### config.mk
export PLATFORM = sky130hd
export DESIGN_NAME = bcd_to_bin_seq_flat
export DESIGN_NICKNAME = d
export VERILOG_FILES = /design/src/rtl/bcd_to_bin_seq_if.sv /design/src/rtl/bcd_to_bin_seq.sv /design/src/flat_wrapper.sv
export SDC_FILE = /design/constraint.sdc
export NUM_CORES = 1
export LEC_CHECK = 0
export ABC_AREA = 1
export BUFFER_PORTS_ARGS = -buffer_cell sky130_fd_sc_hd__buf_2
export CAP_MARGIN = 15
export CORE_MARGIN = 1.5
export CORE_UTILIZATION = 42
export CTS_CLUSTER_DIAMETER = 100
export DETAILED_ROUTE_END_ITERATION = 6
export PLACE_DENSITY = 0.72
export SETUP_SLACK_MARGIN = 0.3
export SYNTH_ARGS = -nofsm -noshare
export SYNTH_HDL_FRONTEND = slang
export SYNTH_SLANG_ARGS = --single-unit
### constraint.sdc
create_clock -name clk -period 2 [get_ports clk]
set_input_delay 0.2 -clock clk [delete_from_list [all_inputs] [get_ports clk]]
set_output_delay 0.2 -clock clk [all_outputs]
set_load 0.01 [all_outputs]
### src/rtl/bcd_to_bin_seq_if.sv
// Request/result bundle for the sequential BCD-to-binary converter.
//
// Handshake: the master holds bcd_in stable and raises start while the
// converter is idle; the converter samples both on that edge. busy stays
// high for the whole conversion. done is a one-cycle pulse, and binary_out
// and error are valid from that cycle until the next completion. start is
// ignored while busy or done is high.
interface bcd_to_bin_seq_if #(
  parameter int DIGITS = 3,
  parameter int BIN_W  = 10
);
  logic                  start;
  logic [4*DIGITS-1:0]   bcd_in;
  logic                  busy;
  logic                  done;
  logic [BIN_W-1:0]      binary_out;
  logic                  error;

  modport master (
    output start,
    output bcd_in,
    input  busy,
    input  done,
    input  binary_out,
    input  error
  );

  modport slave (
    input  start,
    input  bcd_in,
    output busy,
    output done,
    output binary_out,
    output error
  );
endinterface

### src/rtl/bcd_to_bin_seq.sv
// Sequential packed-BCD to binary converter using reverse double-dabble.
// A valid request takes BIN_W shift/correct iterations; a request with any
// digit above 9 finishes on the next edge with error set and a zero result.
module bcd_to_bin_seq #(
  parameter int DIGITS = 3,
  parameter int BIN_W  = 10
) (
  input  logic             clk,
  input  logic             rst_n,
  bcd_to_bin_seq_if.slave  bus,
  output logic [1:0]       state_o
);

  localparam int BCD_W = 4 * DIGITS;
  localparam int SCR_W = BCD_W + BIN_W;
  localparam int CNT_W = $clog2(BIN_W + 1);

  typedef enum logic [1:0] {
    IDLE = 2'd0,
    CONV = 2'd1,
    DONE = 2'd2
  } state_t;

  state_t             state_q;
  logic [SCR_W-1:0]   scratch_q;
  logic [SCR_W-1:0]   scratch_d;
  logic [CNT_W-1:0]   cnt_q;
  logic               busy_q;
  logic               done_q;
  logic [BIN_W-1:0]   bin_q;
  logic               err_q;
  logic               bad_digit;
  logic [SCR_W-1:0]   shifted;

  // Flag a request that holds any non-decimal nibble.
  always_comb begin
    bad_digit = 1'b0;
    for (int i = 0; i < DIGITS; i++) begin
      if (bus.bcd_in[4*i +: 4] > 4'd9) bad_digit = 1'b1;
    end
  end

  // One reverse double-dabble step: shift right, then pull every BCD nibble
  // that reached 8 or more back down by 3 (undoes the halving carry of 10).
  always_comb begin
    shifted   = scratch_q >> 1;
    scratch_d = shifted;
    for (int i = 0; i < DIGITS; i++) begin
      if (shifted[BIN_W + 4*i +: 4] >= 4'd8) begin
        scratch_d[BIN_W + 4*i +: 4] = shifted[BIN_W + 4*i +: 4] - 4'd3;
      end
    end
  end

  // Control FSM with registered busy/done/result outputs.
  always_ff @(posedge clk) begin
    if (!rst_n) begin
      state_q   <= IDLE;
      scratch_q <= '0;
      cnt_q     <= '0;
      busy_q    <= 1'b0;
      done_q    <= 1'b0;
      bin_q     <= '0;
      err_q     <= 1'b0;
    end else begin
      case (state_q)
        IDLE: begin
          busy_q <= 1'b0;
          done_q <= 1'b0;
          if (bus.start) begin
            if (bad_digit) begin
              state_q <= DONE;
              done_q  <= 1'b1;
              bin_q   <= '0;
              err_q   <= 1'b1;
            end else begin
              state_q   <= CONV;
              busy_q    <= 1'b1;
              scratch_q <= {bus.bcd_in, {BIN_W{1'b0}}};
              cnt_q     <= '0;
            end
          end
        end
        CONV: begin
          scratch_q <= scratch_d;
          cnt_q     <= cnt_q + CNT_W'(1);
          if (cnt_q == CNT_W'(BIN_W - 1)) begin
            state_q <= DONE;
            busy_q  <= 1'b0;
            done_q  <= 1'b1;
            bin_q   <= scratch_d[BIN_W-1:0];
            err_q   <= 1'b0;
          end
        end
        DONE: begin
          state_q <= IDLE;
          busy_q  <= 1'b0;
          done_q  <= 1'b0;
        end
        default: begin
          state_q <= IDLE;
          busy_q  <= 1'b0;
          done_q  <= 1'b0;
        end
      endcase
    end
  end

  assign bus.busy       = busy_q;
  assign bus.done       = done_q;
  assign bus.binary_out = bin_q;
  assign bus.error      = err_q;
  assign state_o        = state_q;

endmodule

### src/flat_wrapper.sv
// flat-port wrapper written by rule: the top's interface ports become plain ports
module bcd_to_bin_seq_flat 
#(
  parameter int DIGITS = 3,
  parameter int BIN_W  = 10
)
  (clk, rst_n, state_o, bus_start, bus_bcd_in, bus_busy, bus_done, bus_binary_out, bus_error);
  bcd_to_bin_seq_if #(.DIGITS(DIGITS), .BIN_W(BIN_W)) bus_i ();
  input  logic clk;
  input  logic rst_n;
  output logic [1:0] state_o;
  input wire logic [$bits(bus_i.start)-1:0] bus_start;
  input wire logic [$bits(bus_i.bcd_in)-1:0] bus_bcd_in;
  output wire logic [$bits(bus_i.busy)-1:0] bus_busy;
  output wire logic [$bits(bus_i.done)-1:0] bus_done;
  output wire logic [$bits(bus_i.binary_out)-1:0] bus_binary_out;
  output wire logic [$bits(bus_i.error)-1:0] bus_error;
  assign bus_i.start = bus_start;
  assign bus_i.bcd_in = bus_bcd_in;
  assign bus_busy = bus_i.busy;
  assign bus_done = bus_i.done;
  assign bus_binary_out = bus_i.binary_out;
  assign bus_error = bus_i.error;
  bcd_to_bin_seq #(.DIGITS(DIGITS), .BIN_W(BIN_W)) u_core (.clk(clk), .rst_n(rst_n), .bus(bus_i), .state_o(state_o));
endmodule
==> impl_results.md <==
* Status: finished clean
* Critical path fanouts, max at 15
* Initial antenna violation count at 0
* Peak supply drop at 0.308 mV
* Number of DRC markers in iteration 0 at 104
* Core Region at 4470 µm²
* WP buf/inv at 3
* Primary FF master, synth: dfxtp_1
* H-tree level count at 2
* Critical path type: reg -> reg
* Final #Nets at 319
* CP required at 2230 ps
* Synth Register Bits at 40
* Clk slew on worst S/H paths at 90 ps
* Least-Margin Pin Slew at 618 ps
* Critical path's largest stage delay at 400 ps
* Max_cap viols at 0
* Most used cell along the critical path: nand2_4
* HPWL Detailed at 3.07 mm
* Diodes inserted at 0
* ANT nets after route at 0
* Total power at 1.94 mW
* Final Non-Filler Cells at 351
* Placed insts at 343
* Slowest stage cell on the critical path: dfxtp_1
* Worst Setup End Kind: flip-flop
* Ports at 30
* Crit-path cells: inv_2 > nand2_4 > inv_4 > nand2_4 > nand3_4 > nor2_2 > buf_4 > nand2_1 > o21ai_0
* Worst EP arrival at 1770 ps
* Die area at 5190 µm²
* Drt pass-1 iters at 4
* Register area at 802 µm²
* Clock Path Buffers at 2
* Layout cells sized above 1 at 26.1%
* First-pass GRT wire length at 7.33 mm
* Pin count of the biggest net entering global routing at 28
* Slew Limit Headroom at 58.7%
* Die X at 72.1 µm
* Vias in the first global route at 1602
* Worst Setup Start Kind: flip-flop
* Post-CTS Repair Setup Buffers at 0
* P&R area growth vs syn at 14.2%
* GR Util All Layers at 18.0%
* Final Hold Viols at 0
* Filler Cell Count at 446
* GPL Wtd Cong at 0.857
* Final Slew Violations at 0
* Initial core utilization at 44.8%
* Asr flop ratio synth at 0%
* Via density at 5.06
* Area of the multi-input gates at 1030 µm²
* Root Driver: clkbuf_8
* Synth Instances at 270
* Number of core rows at 24
* I/O Buffers at 29
* Worst-Skew Late Latency at 300 ps
* GRT Residual Overflow at 0
* CTS tree: yes
* Avg WL per Cell at 12.2 µm
* Synth Warn # at 0
* Fin util at 51.1%
* Final setup TNS at 0 ps
* Top delay family on crit path: simple AND/OR/NAND/NOR gates
* Post-synth EDFFs at 0
* Area after DPL at 2170 µm²
* Clk_skew at 12.0 ps
* Final instance area at 2290 µm²
* Syn nets at 291
* Syn Area/Cell at 7.42 µm²
* Worst hold path class: in -> reg
* Register area share after synthesis at 40.0%
* Min cycle time layout at 1540 ps
* Leakage at 1.05 nW
* RSZ-0062 raised after global routing: true
* Routed WL at 4.27 mm
* DRC viols at 0
* Clock sink count at 40
* Via count at 1777
* Chip height at 72.1 µm
* Final setup violation count at 0
* Area of the mapped netlist at 2000 µm²
* Final period util at 77.0%
* Yosys cell types at 25
* Total CTS buffers at 5
* Fmax at 0.649 GHz
* Ratio of total power to cell area at 848 nW/µm²
-- sequential cells by signal (all words and copies together) (netlist names) --
| name | flops |
|---|---|
| u_core.scratch_q | 21 |
| u_core.bus.binary_out | 10 |
| u_core.cnt_q | 4 |
| u_core.state_o | 2 |
| u_core.bus.busy | 1 |
| u_core.bus.done | 1 |
| u_core.bus.error | 1 |
-- path summary, 6_finish.rpt --
path | slack (ps) | depth (start not counted) | to | from
worst min register to register | 470 | 2 | u_core.bus.binary_out[0] | u_core.bus.binary_out[0]
worst max register to register | 460 | 9 | u_core.bus.binary_out[3] | u_core.state_o[1]
worst max-delay path | 460 | 9 | u_core.bus.binary_out[3] | u_core.state_o[1]
worst min-delay path | 200 | 3 | u_core.scratch_q[21] | bus_bcd_in[11]
-- routing by layer --
layer / vias up / part of all wire, % / global-route usage [%]
met5: - / 0 / 0
met4: 0 / 0.89 / 6.29
met3: 6 / 3.4 / 4.17
met2: 31 / 48 / 30.1
met1: 805 / 48 / 22.7
li1: 935 / - / -
-- area by class of cell --
class,instances,area share (%)
flip-flops and latches,40,35.0
multi-input cells,193,44.9
clock buffers,5,3.01
well taps,52,2.84
clock inverters,3,2.02
repair buffers,34,8.15
inverters,24,4.05
-- repair_timing --
item | 4_1_cts | 5_1_grt
gates resized for setup | 0 | 3
endpoints found under the setup margin | 0 | 8
hold buffers | 0 | 0
-- per-stage QoR --
step	worst slack (ps)	hold slack [ps]
finish	460	205
global route	294	218
CTS	327	195
detailed placement	355	458
global placement	373	463
floorplan	697	364
-- cell families after synthesis --
| family | count (synthesis) | share of synthesized area (%) |
|---|---|---|
| buffers and inverters | 37 | 8.87 |
| and+or+nand+nor | 131 | 31.5 |
| AOI/OAI and AO/OA | 56 | 15.9 |
| adders and majority gates | 6 | 3.75 |
| DFF | 40 | 40.0 |
-- power by group --
group	internal, mW	switching, mW	total, mW
clock network	0.376	0.304	0.681
logic	0.135	0.236	0.371
registers	0.850	0.0382	0.888
-- placed cells by master (no fill, tap or decap), drive strengths merged --
| cell type | count |
|---|---|
| a22oi | 2 |
| nand3 | 32 |
| dfxtp | 40 |
| clkbuf | 5 |
| ha | 6 |
| clkinvlp | 1 |
| o21ai | 26 |
| a21oi | 27 |
| bufinv | 1 |
| nor3 | 1 |
| inv | 25 |
| nand2 | 51 |
| buf | 34 |
| or2 | 1 |
| nor2 | 45 |
| nand4 | 1 |
| o211ai | 1 |
-- cells in the mapped netlist (2+ instances only) --
| cell | n | area (µm²) |
|---|---|---|
| dfxtp_1 | 40 | 801 |
| a22oi_1 | 2 | 15.0 |
| nand2_2 | 3 | 18.8 |
| inv_2 | 2 | 7.51 |
| nand3_1 | 28 | 140 |
| ha_1 | 6 | 75.1 |
| inv_1 | 21 | 78.8 |
| nand2_4 | 3 | 33.8 |
| buf_6 | 2 | 22.5 |
| buf_4 | 4 | 30.0 |
| nand3_2 | 3 | 30.0 |
| nor2_2 | 12 | 75.1 |
| o21ai_0 | 18 | 90.1 |
| nor2_1 | 33 | 124 |
| o21ai_2 | 8 | 70.1 |
| nand2_1 | 45 | 169 |
| clkbuf_1 | 2 | 7.51 |
| a21oi_1 | 27 | 135 |
| buf_2 | 5 | 25.0 |
-- worst reg2reg max path, cell delays in order (launching register included) --
cell     delay (ps)
dfxtp_1         400
inv_2            90
nand2_4         170
inv_4            80
nand2_4         100
nand3_4          80
nor2_2          110
buf_4           220
nand2_1         110
o21ai_0         140
Note: power is estimated with default switching activity, not from simulation.
